`src/rtl/clp_inst_issuer_pkg.sv`:
```
// Shared constants, CLP instruction field positions and FSM encoding for the CLP instruction issuer.
package clp_inst_issuer_pkg;

    localparam int unsigned CLP_INST_WIDTH  = 100;
    localparam int unsigned CLP_IADDR_W     = 4;
    localparam int unsigned CLP_ACK_TIMEOUT = 15;
    localparam int unsigned CLP_RUN_TIMEOUT = 1023;
    localparam int unsigned CLP_TMO_W       = 10;

    // CLP_ctr instruction word layout
    localparam int unsigned INST_TYPE_LSB        = 0;
    localparam int unsigned INST_TYPE_MSB        = 3;
    localparam int unsigned INST_OUT_ADDR_LSB    = 20;
    localparam int unsigned INST_OUT_ADDR_MSB    = 29;
    localparam int unsigned INST_SCALER_ADDR_LSB = 30;
    localparam int unsigned INST_SCALER_ADDR_MSB = 39;
    localparam int unsigned INST_WGT_AMT_LSB     = 40;
    localparam int unsigned INST_WGT_AMT_MSB     = 54;
    localparam int unsigned INST_WGT_ADDR_LSB    = 55;
    localparam int unsigned INST_WGT_ADDR_MSB    = 69;
    localparam int unsigned INST_FEAT_ADDR_LSB   = 70;
    localparam int unsigned INST_FEAT_ADDR_MSB   = 84;
    localparam int unsigned INST_FEAT_AMT_LSB    = 85;
    localparam int unsigned INST_FEAT_AMT_MSB    = 99;

    typedef enum logic [2:0] {
        S_IDLE     = 3'd0,
        S_FETCH    = 3'd1,
        S_ISSUE    = 3'd2,
        S_WAIT_ACK = 3'd3,
        S_WAIT_RUN = 3'd4,
        S_FINISH   = 3'd5
    } state_t;

    function automatic logic [3:0] inst_type(input logic [CLP_INST_WIDTH-1:0] inst);
        return inst[INST_TYPE_MSB:INST_TYPE_LSB];
    endfunction

endpackage

```
`src/rtl/clp_inst_issuer_ram.sv`:
```
// Instruction store: 2^AW x DW, one synchronous write port and one registered read port.
module clp_inst_ram
    import clp_inst_issuer_pkg::*;
#(
    parameter int unsigned AW = CLP_IADDR_W,
    parameter int unsigned DW = CLP_INST_WIDTH
) (
    input  logic          clk,
    input  logic          i_we,
    input  logic [AW-1:0] i_waddr,
    input  logic [DW-1:0] i_wdata,
    input  logic [AW-1:0] i_raddr,
    output logic [DW-1:0] o_rdata
);

    localparam int unsigned DEPTH = 2 ** AW;

    logic [DW-1:0] r_mem [DEPTH];
    logic [DW-1:0] r_rdata;

    // Contents are not reset; a program must be loaded before use.
    always_ff @(posedge clk) begin
        if (i_we) begin
            r_mem[i_waddr] <= i_wdata;
        end
        r_rdata <= r_mem[i_raddr];
    end

    assign o_rdata = r_rdata;

endmodule

```
`src/rtl/clp_inst_issuer.sv`:
```
// Issues a stored program of CLP instructions to CLP_ctr over the enable/instruction/state
// handshake, with ACK and RUN timeouts.
module clp_inst_issuer
    import clp_inst_issuer_pkg::*;
#(
    parameter int unsigned INST_WIDTH  = CLP_INST_WIDTH,
    parameter int unsigned IADDR_W     = CLP_IADDR_W,
    parameter int unsigned ACK_TIMEOUT = CLP_ACK_TIMEOUT,
    parameter int unsigned RUN_TIMEOUT = CLP_RUN_TIMEOUT,
    parameter int unsigned TMO_W       = CLP_TMO_W
) (
    input  logic                  clk,
    input  logic                  rst_n,
    input  logic                  i_start,
    input  logic [IADDR_W:0]      i_num_inst,
    input  logic                  i_load_we,
    input  logic [IADDR_W-1:0]    i_load_addr,
    input  logic [INST_WIDTH-1:0] i_load_data,
    input  logic                  i_clp_state,
    output logic                  o_clp_enable,
    output logic [INST_WIDTH-1:0] o_clp_instruction,
    output logic                  o_busy,
    output logic                  o_done,
    output logic                  o_timeout_err,
    output logic [IADDR_W-1:0]    o_pc
);

    localparam int unsigned        NUM_W   = IADDR_W + 1;
    localparam logic [NUM_W-1:0]   NUM_MAX = NUM_W'(2 ** IADDR_W);
    localparam logic [TMO_W-1:0]   ACK_MAX = TMO_W'(ACK_TIMEOUT);
    localparam logic [TMO_W-1:0]   RUN_MAX = TMO_W'(RUN_TIMEOUT);

    state_t                  r_state;
    state_t                  w_state_nxt;
    logic [IADDR_W-1:0]      r_pc;
    logic [IADDR_W-1:0]      w_pc_nxt;
    logic [IADDR_W-1:0]      r_last;
    logic [IADDR_W-1:0]      w_last;
    logic [NUM_W-1:0]        w_num_m1;
    logic [TMO_W-1:0]        r_tmo;
    logic                    w_accept;
    logic                    w_tmo_clr;
    logic                    w_tmo_err;
    logic                    w_ram_we;
    logic [INST_WIDTH-1:0]   w_rdata;
    logic                    r_clp_enable;
    logic [INST_WIDTH-1:0]   r_clp_instruction;
    logic                    r_busy;
    logic                    r_done;
    logic                    r_timeout_err;

    // Read address is the next pc so the word is ready in the cycle before ISSUE.
    clp_inst_ram #(
        .AW (IADDR_W),
        .DW (INST_WIDTH)
    ) u_ram (
        .clk     (clk),
        .i_we    (w_ram_we),
        .i_waddr (i_load_addr),
        .i_wdata (i_load_data),
        .i_raddr (w_pc_nxt),
        .o_rdata (w_rdata)
    );

    assign w_ram_we = i_load_we && (r_state == S_IDLE);

    // Index of the last instruction, with num_inst saturated to the memory depth.
    assign w_num_m1 = ((i_num_inst > NUM_MAX) ? NUM_MAX : i_num_inst) - NUM_W'(1);
    assign w_last   = IADDR_W'(w_num_m1);

    always_ff @(posedge clk or negedge rst_n) begin
        if (!rst_n) begin
            r_state <= S_IDLE;
        end else begin
            r_state <= w_state_nxt;
        end
    end

    always_comb begin
        w_state_nxt = r_state;
        w_pc_nxt    = r_pc;
        w_accept    = 1'b0;
        w_tmo_clr   = 1'b0;
        w_tmo_err   = 1'b0;
        unique case (r_state)
            S_IDLE: begin
                if (i_start) begin
                    w_accept    = 1'b1;
                    w_pc_nxt    = '0;
                    w_state_nxt = (i_num_inst == '0) ? S_FINISH : S_FETCH;
                end
            end
            S_FETCH: begin
                w_state_nxt = S_ISSUE;
            end
            S_ISSUE: begin
                w_tmo_clr   = 1'b1;
                w_state_nxt = S_WAIT_ACK;
            end
            S_WAIT_ACK: begin
                if (i_clp_state) begin
                    w_tmo_clr   = 1'b1;
                    w_state_nxt = S_WAIT_RUN;
                end else if (r_tmo == ACK_MAX) begin
                    w_tmo_err   = 1'b1;
                    w_state_nxt = S_IDLE;
                end
            end
            S_WAIT_RUN: begin
                if (!i_clp_state) begin
                    if (r_pc == r_last) begin
                        w_state_nxt = S_FINISH;
                    end else begin
                        w_pc_nxt    = r_pc + IADDR_W'(1);
                        w_state_nxt = S_FETCH;
                    end
                end else if (r_tmo == RUN_MAX) begin
                    w_tmo_err   = 1'b1;
                    w_state_nxt = S_IDLE;
                end
            end
            S_FINISH: begin
                w_pc_nxt    = '0;
                w_state_nxt = S_IDLE;
            end
            default: begin
                w_state_nxt = S_IDLE;
            end
        endcase
    end

    // Registered outputs and counters, all derived from the next state.
    always_ff @(posedge clk or negedge rst_n) begin
        if (!rst_n) begin
            r_pc              <= '0;
            r_last            <= '0;
            r_tmo             <= '0;
            r_clp_enable      <= 1'b0;
            r_clp_instruction <= '0;
            r_busy            <= 1'b0;
            r_done            <= 1'b0;
            r_timeout_err     <= 1'b0;
        end else begin
            r_pc         <= w_pc_nxt;
            r_clp_enable <= (w_state_nxt == S_ISSUE);
            r_busy       <= (w_state_nxt != S_IDLE);
            r_done       <= (w_state_nxt == S_FINISH);
            if (w_state_nxt == S_ISSUE) begin
                r_clp_instruction <= w_rdata;
            end
            if (w_accept) begin
                r_last <= w_last;
            end
            if (w_tmo_clr) begin
                r_tmo <= '0;
            end else if ((r_state == S_WAIT_ACK) || (r_state == S_WAIT_RUN)) begin
                r_tmo <= r_tmo + TMO_W'(1);
            end
            if (w_accept) begin
                r_timeout_err <= 1'b0;
            end else if (w_tmo_err) begin
                r_timeout_err <= 1'b1;
            end
        end
    end

    assign o_clp_enable      = r_clp_enable;
    assign o_clp_instruction = r_clp_instruction;
    assign o_busy            = r_busy;
    assign o_done            = r_done;
    assign o_timeout_err     = r_timeout_err;
    assign o_pc              = r_pc;

endmodule
```
`config.mk`:
```
export PLATFORM = sky130hd
export DESIGN_NAME = clp_inst_issuer
export DESIGN_NICKNAME = d
export VERILOG_FILES = /design/src/rtl/clp_inst_issuer_pkg.sv /design/src/rtl/clp_inst_issuer_ram.sv /design/src/rtl/clp_inst_issuer.sv
export SDC_FILE = /design/constraint.sdc
export NUM_CORES = 2
export LEC_CHECK = 0
export CORE_UTILIZATION = 55
export DETAILED_ROUTE_END_ITERATION = 6
export GPL_TIMING_DRIVEN = 0
export PLACE_DENSITY = 0.77
export RECOVER_POWER = 25
export REMOVE_ABC_BUFFERS = 1
export SYNTH_ARGS = -nofsm -noshare
export SYNTH_HDL_FRONTEND = slang
export SYNTH_SLANG_ARGS = --single-unit
```
`constraint.sdc`:
```
create_clock -name clk -period 11.64 [get_ports clk]
set_input_delay 1.746 -clock clk [delete_from_list [all_inputs] [get_ports clk]]
set_output_delay 1.746 -clock clk [all_outputs]
set_load 0.05 [all_outputs]
```
# --- After elaboration in Yosys (flattened, before gate mapping) ---
# Memory sizes are Yosys's and may differ from the RTL's. A register that Yosys moved wholly into a read port is not among the register bits.
# Index checks and enable logic that the tools add are counted.
word_totals:
  register_bits: 125
  ramBits: 1600
  in_bits: 114
  output_inout_bits: 108
  word_cells: 59
  memories: 1
mem_list:
  columns: ["memory", "words", "width", "read_ports", "rd_ports_with_merged_regs", "wr", "line_no", "source"]
  rows:
  - ["u_ram.r_mem", 16, 100, 1, 1, 1, "clp_inst_issuer_ram.sv:18", "logic [DW-1:0] r_mem [DEPTH];"]
op_classes:
  add_sub_neg: 3
  order_cmp: 1
  n_eq_ne: 10
  mux: 28
  reduce_logical: 7
op_table:
  columns: ["operator", "n"]
  rows:
  - ["$mux 3", 7]
  - ["$mux 10", 2]
  - ["$mux 4", 4]
  - ["$pmux 3 s5", 1]
  - ["$pmux 4 s3", 1]
  - ["$mux 1", 11]
  - ["$add 10x1->10 const B", 1]
  - ["$eq 10x10->1 const B", 1]
  - ["$eq 10x4->1 const B", 1]
  - ["$eq 3x2->1 const B", 3]
  - ["$eq 3x3->1 const B", 3]
  - ["$gt 5x5->1 const B", 1]
  - ["$logic_not 5->1", 1]
  - ["$add 4x1->4 const B", 1]
  - ["$eq 4x4->1", 1]
  - ["$pmux 1 s2", 2]
  - ["$reduce_bool 2->1", 2]
  - ["$sub 4x1->4 const B", 1]
  - ["$eq 3x1->1 const B", 1]
  - ["$logic_not 3->1", 1]
  - ["$reduce_bool 3->1", 1]
  - ["$logic_and 1x1->1", 1]
  - ["$logic_or 1x1->1", 1]

# --- Longest topological paths before layout ---
logic_depth:
  word_depth: 6
  depth_mapped: 14
  depth_no_buf: 8

# --- Hierarchy ---
# From an unflattened synthesis, not the netlist that was laid out.
hier_totals:
  cells_unflattened: 2908
  hier_area_um2: 66912.9
modules_own_cells:
  columns: ["module", "instances", "cells_per_inst", "area_per_inst_um2", "seq_area_each_um2"]
  rows:
  - ["clp_inst_ram", 1, 2560, 61781.8, 50048.0]
  - ["clp_inst_issuer", 1, 348, 5131.2, 3128.0]

# --- Worst setup path before layout ---
# No wires, ideal clock.
synth_path:
  kind: "input-to-reg"
  startpoint: "input port i_load_we"
  endpoint: "memory u_ram.r_mem[0][0] (netlist bit), enable pin"
  setup_time_ps: 683
  arrival_time_ps: 9158
  required_time_ps: 10957
  path_slack_ps: 1799
  path_stages: 4
  path_buffers: 0
  path_cell_list: "nor4b_1 nor2b_1 nand2b_1 nor3_1"
synth_between:
  elab_chain_cells: 3
synth_lines:
  columns: ["element", "line_no", "source"]
  rows:
  - ["from (decl)", "clp_inst_issuer.sv:16", "input logic i_load_we,"]
  - ["$logic_and 1x1->1", "clp_inst_issuer.sv:65", "assign w_ram_we = i_load_we && (r_state == S_IDLE);"]
  - ["$mux 1", "clp_inst_issuer_ram.sv:23", "if (i_we) begin"]
  - ["$mux 1 (not written as such)", "clp_inst_issuer_ram.sv:24", "r_mem[i_waddr] <= i_wdata;"]
  - ["to (decl)", "clp_inst_issuer_ram.sv:18", null]
# No other way between the ends.

# --- Worst setup path after layout ---
layout_path:
  startpoint: "input port i_clp_state"
  endpoint: "register u_ram.r_rdata[2], in the netlist u_ram.o_rdata[2] (read register of u_ram.r_mem)"
layout_between:
  elab_chain_cells: 2
layout_lines:
  columns: ["element", "line_no", "source"]
  rows:
  - ["from (decl)", "clp_inst_issuer.sv:19", "input logic i_clp_state,"]
  - ["$mux 4", "clp_inst_issuer.sv:110", "if (!i_clp_state) begin"]
  - ["$pmux 4 s3", "clp_inst_issuer.sv:85", "unique case (r_state)"]
  - ["to (decl)", "clp_inst_issuer_ram.sv:19", "logic [DW-1:0] r_rdata;"]
# No other way between the ends.
# A chain may end at the register's enable or synchronous reset.

==> flow_summary.ini <==
[route]
drt_iter0_drc = 4949
route.detailed.drc = 78
wl_um = 170500
wl_met3_um = 18210
wl_met2_um = 79200
final_antenna_net_count = 0
vias = 38870
wl_met1_um = 67920
via_per_inst = 6.302
dr.pass1.iters = 7
wire_per_inst_um = 27.65
top_layer_used = met5

[worst_hold_path]
hold_class = reg2reg

[critical_path]
crit_chain = clkdlybuf4s50_1 > a41oi_1 > nand3_4 > buf_12 > buf_12 > and2_4 > buf_16 > inv_8 > buf_16 > buf_16 > mux2i_1 > a32oi_1 > and4_1
cp_slowest_stage_delay_ns = 0.64
arrival_ns = 7.27
worst_path_max_delay_cell = nand3_4
cp_num_buf_inv = 7
cp-start-kind = input pin
crit_required_ns = 12.31
cp_max_fo = 104
critPathTopFamily = buffers and inverters
endpoint_kind = register
critical_path_class = in2reg
crit_top_cell = buf_16

[global_route]
grt_pass1_vias = 38330
grt_max_degree = 105
grt_overflow = 0
antenna_found_initial = 30
grt_pass1_wl_um = 249200
track_usage = 0.2680

[timing]
fin_crit_sh = 0.5675
setup_viol = 0
skew_ns = 0.02796
period_needed_ns = 6.606
drv_slew = 82
final_hold_viol_count = 0
rsz0062_at_grt = no
fmax_mhz = 151.4
setup_slack_ns = 5.034
slew_headroom = -1.362
worstMarginPinSlew_ns = 3.543

[outcome]
run_status = finished with violations
violations = design-rule violations, max-capacitance violations, max-slew violations

[job]
maxCapViolCount = 2

[logic_synthesis]
synthArstFlopShare = 0.06849
synthCells = 4047
syn_avg_cell_area_um2 = 16.99
ys.flop_type = edfxtp_1
ys_types = 58
synth_top_cell_by_area = edfxtp_1
synth_edf_count = 1600
synth_area_leaders = edfxtp_1, mux2i_1, dfrtp_1
netlist_area_mm2 = 0.06875
yosysTopAreaCellShare = 0.6988
seq_area_frac_synth = 0.7734
yosys_warnings = 0
ys_ff_latch = 1825

[pwr]
powerDensity_mw_per_mm2 = 203.0
power_leakage_nw = 26.14
peakVddDrop_mv = 0.1422

[floorplan]
num_rows = 129
core_mm2 = 0.1238
start_util = 0.5554
die-area_mm2 = 0.1264
die_w_um = 355.6
io-pin-count = 222
die_h_um = 355.6

[final_layout]
final_nets = 4487
ff_latch_area_mm2 = 0.05318
finalNonFillerCells = 6167
post-route-util = 0.6557
multiInputGateArea_mm2 = 0.01460
drive_gt1_frac = 0.1460
area_growth_pct = 18.07
nFillCells = 7809

[clocking]
post-cts-setup-buffers = 0
cts_root_buf = clkbuf_16
clock_latency_ns = 0.78
cts_tree = done
hold_buffers = 0
cts_max_level = 4
cts_buffers = 176
cts_sinks = 1825
path_clk_slew_ns = 0.07
clockBufferDepth = 3
cts_resized = 0

[placed_design]
routabilityCongestion = 0.7721
port_buffers = 221
dp_cells = 5829
dp.final_hpwl_um = 101100
dp_worst_setup_slack_ns = 4.356
[per-layer routing]
| metal | up-vias | global-route usage |
|---|---|---|
| met1 | 19570 | 0.3814 |
| li1 | 16580 | - |
| met3 | 402 | 0.05706 |
| met5 | - | 0 |
| met4 | 22 | 0.09543 |
| met2 | 2292 | 0.4118 |
[cells in the mapped netlist, drive strengths merged, types with 5 or more instances]
cell	number
mux2	102
edfxtp	1600
dfxtp	100
dfrtp	125
buf	109
mux2i	400
clkbuf	139
nand3	107
nand2b	6
and4	100
xor2	6
inv	8
or3	5
a21oi	13
xnor2	7
a32oi	198
a221oi	99
o21ai	8
a211oi	102
and3	105
nor3	10
and2	5
nand2	613
nor2	38
nor2b	6
[kinds of logic after synthesis]
kind of cell / count (synthesis) / share of synthesized area
simple gates: 1005 / 0.06979
compound gates: 443 / 0.06246
mux: 502 / 0.07494
flops: 1825 / 0.7734
fa+ha+maj: 3 / 0.0005460
xor+xnor: 13 / 0.001656
buf+inv: 256 / 0.01720
[registers in the layout, indices dropped and copies added (netlist names)]
name	cells
o_clp_instruction	100
u_ram.r_mem	1600
o_pc	4
o_clp_enable	1
r_tmo	10
o_timeout_err	1
o_busy	1
o_done	1
r_state	3
u_ram.o_rdata	100
r_last	4
[path summary, 6_finish.rpt]
check	from	depth (start not counted)	end	slack [ns]
setup / recovery	i_clp_state	13	u_ram.o_rdata[2]	5.03
hold / removal	u_ram.o_rdata[31]	1	o_clp_instruction[31]	0.44
max in group asynchronous	rst_n	1	o_clp_instruction[98]	7.44
hold reg to reg	u_ram.o_rdata[31]	1	o_clp_instruction[31]	0.44
min in group asynchronous	rst_n	1	o_clp_instruction[40]	2.16
setup reg to reg	o_pc[0]	13	u_ram.o_rdata[2]	5.94
[cells in the final DEF (no fill, tap or decap), types with 8 or more instances in the layout]
| cell | instances |
|---|---|
| bufinv_16 | 18 |
| and4_1 | 100 |
| buf_8 | 9 |
| buf_16 | 47 |
| clkbuf_8 | 18 |
| nor2_4 | 14 |
| dfrtp_1 | 125 |
| clkdlybuf4s50_1 | 165 |
| and3_1 | 103 |
| a211oi_1 | 102 |
| mux2i_1 | 400 |
| clkbuf_16 | 181 |
| nand2_1 | 613 |
| a221oi_2 | 99 |
| dlygate4sd3_1 | 55 |
| nand3_1 | 106 |
| o21ai_0 | 8 |
| nor2_1 | 24 |
| clkinv_1 | 28 |
| edfxtp_1 | 1600 |
| buf_6 | 47 |
| mux2_2 | 102 |
| clkbuf_1 | 48 |
| a32oi_1 | 198 |
| a21oi_1 | 13 |
| clkinv_2 | 19 |
| diode_2 | 10 |
| dfxtp_1 | 100 |
| buf_12 | 62 |
[metrics by stage]
stage / hold WS [ns] / TNS, ns / total power [mW] / area [um^2]
after floorplan: 0.4392 / -1863.70 / 9.811 / 67600
after global placement: 0.4414 / - / 10.84 / 71860
after detailed placement: 0.4471 / 0 / 10.84 / 75330
after CTS: 0.4516 / 0 / 16.55 / 81170
after global routing: 0.4578 / 0 / 16.99 / 81170
final: 0.4438 / 0 / 16.48 / 81180
[cell type report]
| type | instances | share of cell area |
|---|---|---|
| multi-input combinational | 1966 | 0.1798 |
| antenna | 10 | 0.0003083 |
| inverter | 8 | 0.0004624 |
| timing repair buffer | 393 | 0.06723 |
| tap | 1637 | 0.02523 |
| clock buffer | 246 | 0.06102 |
| sequential | 1825 | 0.6550 |
| clock inverter | 82 | 0.01090 |
[report_power, final]
| part | internal, mW | switching (mW) | total, mW |
|---|---|---|---|
| registers | 7.60 | 0.257 | 7.86 |
| clock network | 3.37 | 2.38 | 5.75 |
| logic | 1.06 | 1.81 | 2.87 |
(Power assumes the default switching activity.)
